==> src/rtl/div_pkg.sv <==
// Shared types and helpers for the divider sequencing front-end.
package div_pkg;

    localparam int DIV_XLEN = 32;

    typedef enum logic [1:0] {
        DIV  = 2'd0,
        DIVU = 2'd1,
        REM  = 2'd2,
        REMU = 2'd3
    } div_op_e;

    typedef enum logic [2:0] {
        IDLE = 3'd0,
        PREP = 3'd1,
        LOAD = 3'd2,
        WAIT = 3'd3,
        RESP = 3'd4
    } div_ctrl_state_e;

    // DIV and REM treat their operands as two's complement.
    function automatic logic op_is_signed(input div_op_e op);
        return (op == DIV) || (op == REM);
    endfunction

    // REM and REMU return the remainder, the others the quotient.
    function automatic logic op_is_rem(input div_op_e op);
        return (op == REM) || (op == REMU);
    endfunction

endpackage

==> src/rtl/div_result_cache.sv <==
// Single-entry cache of the last completed division (operands, signedness,
// quotient and remainder). Compiled only when DIV_RESULT_CACHE_EN is defined.
`ifdef DIV_RESULT_CACHE_EN
module div_result_cache
    import div_pkg::*;
(
    input  logic                clk,
    input  logic                rst_n,
    input  logic                invalidate,
    input  logic                wr_en,
    input  logic [DIV_XLEN-1:0] wr_a,
    input  logic [DIV_XLEN-1:0] wr_b,
    input  logic                wr_sign,
    input  logic [DIV_XLEN-1:0] wr_quot,
    input  logic [DIV_XLEN-1:0] wr_rem,
    input  logic [DIV_XLEN-1:0] rd_a,
    input  logic [DIV_XLEN-1:0] rd_b,
    input  logic                rd_sign,
    output logic                hit,
    output logic [DIV_XLEN-1:0] hit_quot,
    output logic [DIV_XLEN-1:0] hit_rem
);

    logic                entry_valid;
    logic [DIV_XLEN-1:0] entry_a;
    logic [DIV_XLEN-1:0] entry_b;
    logic                entry_sign;
    logic [DIV_XLEN-1:0] entry_quot;
    logic [DIV_XLEN-1:0] entry_rem;

    // Entry storage; invalidation wins over a write in the same cycle.
    always_ff @(posedge clk or negedge rst_n) begin
        if (!rst_n) begin
            entry_valid <= 1'b0;
            entry_a     <= '0;
            entry_b     <= '0;
            entry_sign  <= 1'b0;
            entry_quot  <= '0;
            entry_rem   <= '0;
        end else if (invalidate) begin
            entry_valid <= 1'b0;
        end else if (wr_en) begin
            entry_valid <= 1'b1;
            entry_a     <= wr_a;
            entry_b     <= wr_b;
            entry_sign  <= wr_sign;
            entry_quot  <= wr_quot;
            entry_rem   <= wr_rem;
        end
    end

    assign hit      = entry_valid && (entry_a == rd_a) && (entry_b == rd_b)
                      && (entry_sign == rd_sign);
    assign hit_quot = entry_quot;
    assign hit_rem  = entry_rem;

endmodule
`endif

==> src/rtl/div_ctrl.sv <==
// Sequencing front-end for the iterative 32-bit divider: accepts
// DIV/DIVU/REM/REMU requests, drives the divider controls, captures the
// selected result and holds it until writeback takes it.
// Optional: define DIV_RESULT_CACHE_EN to add a last-result cache that lets
// a repeat of the previous operands skip the divider entirely.
//
// state | meaning
// IDLE  | ready for a request
// PREP  | operands driven, start low so the divider sizes a stable dividend
// LOAD  | start high, divider latches the operands
// WAIT  | start held high until the divider's done pulse
// RESP  | result held on the response port until consumed
module div_ctrl
    import div_pkg::*;
#(
    parameter int TAG_W = 5
) (
    input  logic                clk_i,
    input  logic                reset_i,
    input  logic                req_valid_i,
    output logic                req_ready_o,
    input  logic [1:0]          req_op_i,
    input  logic [DIV_XLEN-1:0] req_a_i,
    input  logic [DIV_XLEN-1:0] req_b_i,
    input  logic [TAG_W-1:0]    req_tag_i,
    output logic                rsp_valid_o,
    input  logic                rsp_ready_i,
    output logic [DIV_XLEN-1:0] rsp_data_o,
    output logic [TAG_W-1:0]    rsp_tag_o,
    input  logic                flush_i,
    input  logic                stall_i,
    output logic                busy_o,
    output logic                div_start_o,
    output logic                div_sign_o,
    output logic [DIV_XLEN-1:0] div_dividend_o,
    output logic [DIV_XLEN-1:0] div_divider_o,
    output logic                div_stall_o,
    input  logic [DIV_XLEN-1:0] div_quotient_i,
    input  logic [DIV_XLEN-1:0] div_remainder_i,
    input  logic                div_valid_i
);

    div_ctrl_state_e     state;
    div_ctrl_state_e     state_next;
    logic [DIV_XLEN-1:0] a_q;
    logic [DIV_XLEN-1:0] b_q;
    div_op_e             op_q;
    logic [TAG_W-1:0]    tag_q;
    logic [DIV_XLEN-1:0] result_q;

    logic                accept;
    logic                capture;
    logic                cache_hit;
    logic [DIV_XLEN-1:0] cache_result;

    assign req_ready_o = (state == IDLE) && !flush_i;
    assign accept      = req_valid_i && req_ready_o;
    // The divider reports valid while idle, so only a WAIT-state pulse counts.
    assign capture     = (state == WAIT) && div_valid_i && !stall_i && !flush_i;
    assign div_stall_o = stall_i;

`ifdef DIV_RESULT_CACHE_EN
    logic [DIV_XLEN-1:0] hit_quot;
    logic [DIV_XLEN-1:0] hit_rem;

    div_result_cache u_cache (
        .clk        (clk_i),
        .rst_n      (reset_i),
        .invalidate (flush_i),
        .wr_en      (capture),
        .wr_a       (a_q),
        .wr_b       (b_q),
        .wr_sign    (op_is_signed(op_q)),
        .wr_quot    (div_quotient_i),
        .wr_rem     (div_remainder_i),
        .rd_a       (req_a_i),
        .rd_b       (req_b_i),
        .rd_sign    (op_is_signed(div_op_e'(req_op_i))),
        .hit        (cache_hit),
        .hit_quot   (hit_quot),
        .hit_rem    (hit_rem)
    );

    assign cache_result = op_is_rem(div_op_e'(req_op_i)) ? hit_rem : hit_quot;
`else
    assign cache_hit    = 1'b0;
    assign cache_result = '0;
`endif

    // State register.
    always_ff @(posedge clk_i or negedge reset_i) begin
        if (!reset_i) begin
            state <= IDLE;
        end else begin
            state <= state_next;
        end
    end

    // Next-state logic; flush overrides everything, stall freezes the divider phases.
    always_comb begin
        state_next = state;
        if (flush_i) begin
            state_next = IDLE;
        end else begin
            case (state)
                IDLE:    if (accept)      state_next = cache_hit ? RESP : PREP;
                PREP:    if (!stall_i)    state_next = LOAD;
                LOAD:    if (!stall_i)    state_next = WAIT;
                WAIT:    if (capture)     state_next = RESP;
                RESP:    if (rsp_ready_i) state_next = IDLE;
                default:                  state_next = IDLE;
            endcase
        end
    end

    // Control outputs decoded from the current state.
    always_comb begin
        busy_o      = (state != IDLE);
        rsp_valid_o = (state == RESP);
        div_start_o = (state == LOAD) || (state == WAIT);
        div_sign_o  = ((state == PREP) || (state == LOAD) || (state == WAIT))
                      && op_is_signed(op_q);
    end

    // Request capture on accept, result capture on the divider's done pulse.
    always_ff @(posedge clk_i or negedge reset_i) begin
        if (!reset_i) begin
            a_q      <= '0;
            b_q      <= '0;
            op_q     <= DIV;
            tag_q    <= '0;
            result_q <= '0;
        end else if (accept) begin
            a_q   <= req_a_i;
            b_q   <= req_b_i;
            op_q  <= div_op_e'(req_op_i);
            tag_q <= req_tag_i;
            if (cache_hit) begin
                result_q <= cache_result;
            end
        end else if (capture) begin
            result_q <= op_is_rem(op_q) ? div_remainder_i : div_quotient_i;
        end
    end

    assign div_dividend_o = a_q;
    assign div_divider_o  = b_q;
    assign rsp_data_o     = result_q;
    assign rsp_tag_o      = tag_q;

endmodule

==> config.mk <==
export PLATFORM = sky130hd
export DESIGN_NAME = div_ctrl
export DESIGN_NICKNAME = d
export VERILOG_FILES = /design/src/rtl/div_pkg.sv /design/src/rtl/div_result_cache.sv /design/src/rtl/div_ctrl.sv
export SDC_FILE = /design/constraint.sdc
export NUM_CORES = 1
export LEC_CHECK = 0
export CAP_MARGIN = 15
export CORE_MARGIN = 10
export CORE_UTILIZATION = 39
export CTS_CLUSTER_DIAMETER = 40
export DETAILED_ROUTE_END_ITERATION = 8
export PLACE_DENSITY = 0.84
export SYNTH_ARGS = -nofsm -noshare
export SYNTH_HDL_FRONTEND = slang
export SYNTH_SLANG_ARGS = --single-unit
==> constraint.sdc <==
create_clock -name clk_i -period 1.8 [get_ports clk_i]
set_input_delay 0.36 -clock clk_i [delete_from_list [all_inputs] [get_ports clk_i]]
set_output_delay 0.36 -clock clk_i [all_outputs]
set_load 0.02 [all_outputs]
== Yosys cells after proc, flatten, opt, wreduce, memory -nomap -nowiden ==
Index checks and enable logic that the tools add are counted.

* Output and inout bits: 107
* Input bits: 142
* Register bits after elaboration: 106

* Equality and inequality tests: 11
* Muxes and demuxes: 8
* Bitwise operators: 1
* Reductions and logical operators: 18

{| class="wikitable"
|+ Operators with widths
! operator !! number
|-
| 32-bit 2-to-1 mux || 1
|-
| 3-bit 2-to-1 mux || 6
|-
| 3-bit case mux with 5 select lines || 1
|-
| 3-bit != test (second input constant) || 4
|-
| 3-bit by 2-bit == test with 1-bit output (second input constant) || 2
|-
| 1-bit logical AND || 6
|-
| 1-bit logical OR || 5
|-
| 5-bit AND reduction || 1
|-
| 2-bit == test (second input constant) || 2
|-
| 3-bit by 1-bit == test with 1-bit output (second input constant) || 1
|-
| 3-bit == test (second input constant) || 1
|-
| 3-bit logical NOT || 1
|-
| 3-bit by 1-bit != test with 1-bit output (second input constant) || 1
|-
| 3-bit nonzero test || 1
|-
| 1-bit logical NOT || 2
|-
| 2-bit logical NOT || 1
|-
| 2-bit AND reduction || 1
|-
| 1-bit inverter || 1
|}

== Depth between registers and ports, before layout ==
* Depth in word-level cells: 7
* Mapped depth: 5
* Depth with buffers taken out: 3

== Worst setup path before layout ==
No wires, ideal clock.

* Path kind: flip-flop to flip-flop
* Start: register state[2]
* End: register a_q[1], in the netlist div_dividend_o[1]
* Cell stages (with the launch flop): 6
* Buffers on the path: 2
* Arrival time: 1572 ps
* Slack: 103 ps
* Library setup time: 125 ps
* Cells stage by stage: dfrtp_1 clkbuf_2 nor4_4 nand2_4 buf_6 mux2_4

* Longest elaborated chain between the ends: 3

{| class="wikitable"
|+ Ends and longest elaborated chain
! what !! RTL line !! source
|-
| start, declared || div_ctrl.sv:43 || <nowiki>div_ctrl_state_e state;</nowiki>
|-
| start signal, assigned || div_ctrl.sv:95 || <nowiki>state <= state_next;</nowiki>
|-
| 3-bit logical NOT || div_ctrl.sv:56 || <nowiki>assign req_ready_o = (state == IDLE) && !flush_i;</nowiki>
|-
| 1-bit logical AND || div_ctrl.sv:56 ||
|-
| named net req_ready_o || div_ctrl.sv:21 || <nowiki>output logic req_ready_o,</nowiki>
|-
| 1-bit logical AND || div_ctrl.sv:57 || <nowiki>assign accept = req_valid_i && req_ready_o;</nowiki>
|-
| end signal, assigned || div_ctrl.sv:134 || <nowiki>a_q <= req_a_i;</nowiki>
|-
| end, declared || div_ctrl.sv:45 || <nowiki>logic [DIV_XLEN-1:0] a_q;</nowiki>
|}

The timed path passes the listed nets, and every way through them passes these cells.
A chain may end at the register's enable or synchronous reset.

== Worst setup path in the final report ==
* Start: register state[2]
* End: output port div_start_o

* Longest elaborated chain between the ends: 2
* Elaborated cells on any way between the ends: 3
* Those cells by class: eq/ne: 2; reduce/logical: 1

{| class="wikitable"
|+ Ends and longest elaborated chain
! what !! RTL line !! source
|-
| 3-bit by 2-bit == test with 1-bit output || div_ctrl.sv:120 || <nowiki>div_start_o = (state == LOAD) || (state == WAIT);</nowiki>
|-
| 1-bit logical OR (*) || div_ctrl.sv:120 ||
|-
| end, declared || div_ctrl.sv:33 || <nowiki>output logic div_start_o,</nowiki>
|}

Mark *: on every way between the ends. The rest lies on a longest branch, timed or not.

==> summary.txt <==
======================================================================================
Layout Utilization                                                               66.2%
Distinct cell type count of the synthesized netlist                                 24
Initial core utilization                                                         39.5%
Clock slew at the register clock pins of the worst setup and hold paths          70 ps
Leakage component of the power                                                 3.22 nW
Category of the critical setup timing path                                register to output port
Summed negative setup slack over all endpoints                                    0 ps
First-pass GRT wire length                                                    20800 um
Crit-path max cell delay                                                        440 ps
Syn Std Cell Area                                                            4490 um^2
Mapped Cells                                                                       276
Length of the first detailed-routing pass in iterations                              3
Type of element launching the critical path                                   register
Deepest level of the CTS H-tree                                                      3
Post-CTS Setup Inserts                                                               0
HPWL reported at the end of detailed placement                                11200 um
Post-Syn Area per Cell                                                       16.3 um^2
CP Data Arrival Time                                                           1400 ps
Top post-synthesis cells by area                                          sky130_fd_sc_hd__dfrtp_1 59%, sky130_fd_sc_hd__mux2_2 32%, sky130_fd_sc_hd__buf_6 2.5%
Global router's overall resource usage                                           16.3%
Area Growth Syn to Fin                                                           67.5%
IO Port Bufs                                                                       248
Average detailed-routed wire length per instance                               19.9 um
CTS sink count                                                                     106
Final wirelength                                                              13600 um
Worst-case vdd ir drop                                                          899 uV
GRT met1 Usage                                                                   16.2%
Die height                                                                      127 um
Via count of the first global-routing pass                                        3771
Area leader, netlist                                                      sky130_fd_sc_hd__dfrtp_1
Number of violations of the max-capacitance limit                                    0
Buffers plus inverters on the worst setup path                                       2
Total die area                                                              16200 um^2
Maximum fanout along the worst path                                                  6
Clk buf depth                                                                        2
Power density over cell area                                              1110 nW/um^2
Final cycle utilization of the critical path                                     97.7%
Diode count                                                                          0
Later-pin clock latency in the skew report                                      340 ps
DRC violation count after routing                                                    0
Max frequency                                                                0.569 GHz
Kind of capture point of the worst setup path                              output port
Synthesis Warnings                                                                   0
Final setup violating endpoints                                                      0
# rows                                                                              39
Root buf cell                                                             sky130_fd_sc_hd__clkbuf_16
Sequential share of the synthesized area                                         59.0%
Violation count after the first detailed-route iteration                            85
Maximum number of pins on one net before global-route repair                        58
Post-route clock skew                                                          9.35 ps
Area post-placement                                                          7200 um^2
Met2 track demand over resource in global routing                                28.5%
Master of the slowest instance on the critical path                       sky130_fd_sc_hd__dfrtp_1
Async set-reset flop share out of synthesis                                       100%
Antenna violations before repair                                                     0
Unrepaired setup endpoints after global routing                                     no
Clock tree from TritonCTS                                                          yes
Mapped Nets                                                                        418
Outcome                                                                      completed
Cells along the critical path                                             buf_6 > and2b_2 > clkdlybuf4s15_2
Kind of cell adding the most delay to the critical path                     flip-flops
Overflow after GRT                                                                   0
Core outline area                                                           11400 um^2
Number of nets in the layout                                                       678
Most repeated cell in the gate-level netlist after synthesis              sky130_fd_sc_hd__mux2_2
Width of the die                                                                127 um
Area share of the largest cell type after synthesis                              59.0%
Fraction of final layout cells with drive strength greater than 1                33.6%
Total via count in the routed design                                              3275
Slew Viols, Final                                                                    0
Final hold vios                                                                      0
RePlAce Congestion                                                               0.723
Number of buffers inserted during clock tree synthesis                               9
Relative max-transition margin                                                   65.2%
Class of the most critical hold timing path                               primary input to asynchronous set/reset pin
Total of flip-flops plus latches after synthesis                                   106
Via-per-instance ratio                                                            4.79
Met3 track utilization from global routing                                       8.06%
Required time of the critical path                                             1440 ps
Number of antenna-violating nets in the routed design                                0
Final design area excluding fillers                                          7530 um^2
Post-synth top flop                                                       sky130_fd_sc_hd__dfrtp_1
Minimum setup slack among reg-to-reg paths                                      150 ps
Number of enable-type register cells in the synthesized netlist                      0
Actual transition at the worst max-transition pin                               509 ps
Leading post-synthesis cells by instance count                            128 x sky130_fd_sc_hd__mux2_2, 106 x sky130_fd_sc_hd__dfrtp_1, 10 x sky130_fd_sc_hd__buf_6, 7 x sky130_fd_sc_hd__mux2_4, 4 x sky130_fd_sc_hd__clkbuf_1
Fin crit period                                                                1760 ps
Most used routing layer in global routing                                         met2
Number of top-level pins                                                           249
======================================================================================
[layout make-up]
cell class	instances	area [um^2]
multi-input combinational	154	1710
timing repair buffer	265	2680
sequential	106	2650
tap	143	179
fill	830	3840
clock inverter	7	91.3
clock buffer	9	225
[what timing repair did]
action	4_1_cts	5_1_grt
gates resized for setup	19	5
hold buffers	1	0
hold endpoints to repair	18	0
endpoints found under the setup margin	6	3
[final timing paths]
check | cells after the start | from | endpoint
max | 3 | state[2] | div_start_o
min in group clk_i | 1 | rsp_tag_o[1] | rsp_tag_o[1]
max in group asynchronous | 3 | reset_i | div_divider_o[30]
min | 2 | reset_i | rsp_data_o[30]
min reg2reg | 1 | rsp_tag_o[1] | rsp_tag_o[1]
max reg2reg | 5 | state[1] | rsp_data_o[1]
[cell usage in the layout, fill, tap and decap left out, drive strengths merged]
master,netlist,layout
bufinv,0,2
clkinv,0,3
nor4,1,1
dlygate4sd2,0,1
a21o,1,1
mux2,135,135
a2111oi,1,1
and2b,1,1
dlygate4sd3,0,1
nand4b,1,1
a21oi,1,1
clkinvlp,0,1
o21ai,1,1
or3,1,1
nor2b,1,1
and2,1,1
or2b,1,1
clkbuf,5,9
nor2,2,2
clkdlybuf4s50,0,241
buf,11,19
dfrtp,106,106
clkdlybuf4s15,0,3
nor3,3,3
inv,0,1
or2,1,1
nand2,2,2
[sequential cells by signal (all words and copies together), names as in the netlist]
| register | count |
|---|---|
| state | 3 |
| div_divider_o | 32 |
| rsp_tag_o | 5 |
| div_dividend_o | 32 |
| rsp_data_o | 32 |
| op_q | 2 |
[stage by stage]
step / setup slack [ps] / std cells / hold slack (ps) / total power, mW
floorplan: 103 / 276 / 64.4 / 4.65
global placement: -211 / 667 / 259 / 6.27
detailed placement: -218 / 667 / 267 / 6.39
CTS: -16.8 / 684 / 449 / 8.48
global route: 2.87 / 684 / 492 / 8.76
finish: 41.8 / 684 / 468 / 8.36
[cells by family after synthesis]
group	Yosys count	share of synthesized area (%)
multiplexers	135	34.4
flip-flops	106	59.0
buffers and inverters	16	3.12
AND/OR/NAND/NOR	15	2.87
AO/OA/AOI/OAI	4	0.585
[routing by layer]
metal	vias to the layer above	share of wire, %	routed length, um
li1	1499	-	-
met1	1600	36	4870
met2	157	50	6850
met3	19	12	1610
met4	0	2.0	273
met5	-	0	0
[power breakdown]
part           switching [mW]  internal, mW
logic                    1.35          1.76
clock network           0.849          1.22
registers               0.280          2.90
Power figures use the tool's default switching activity.
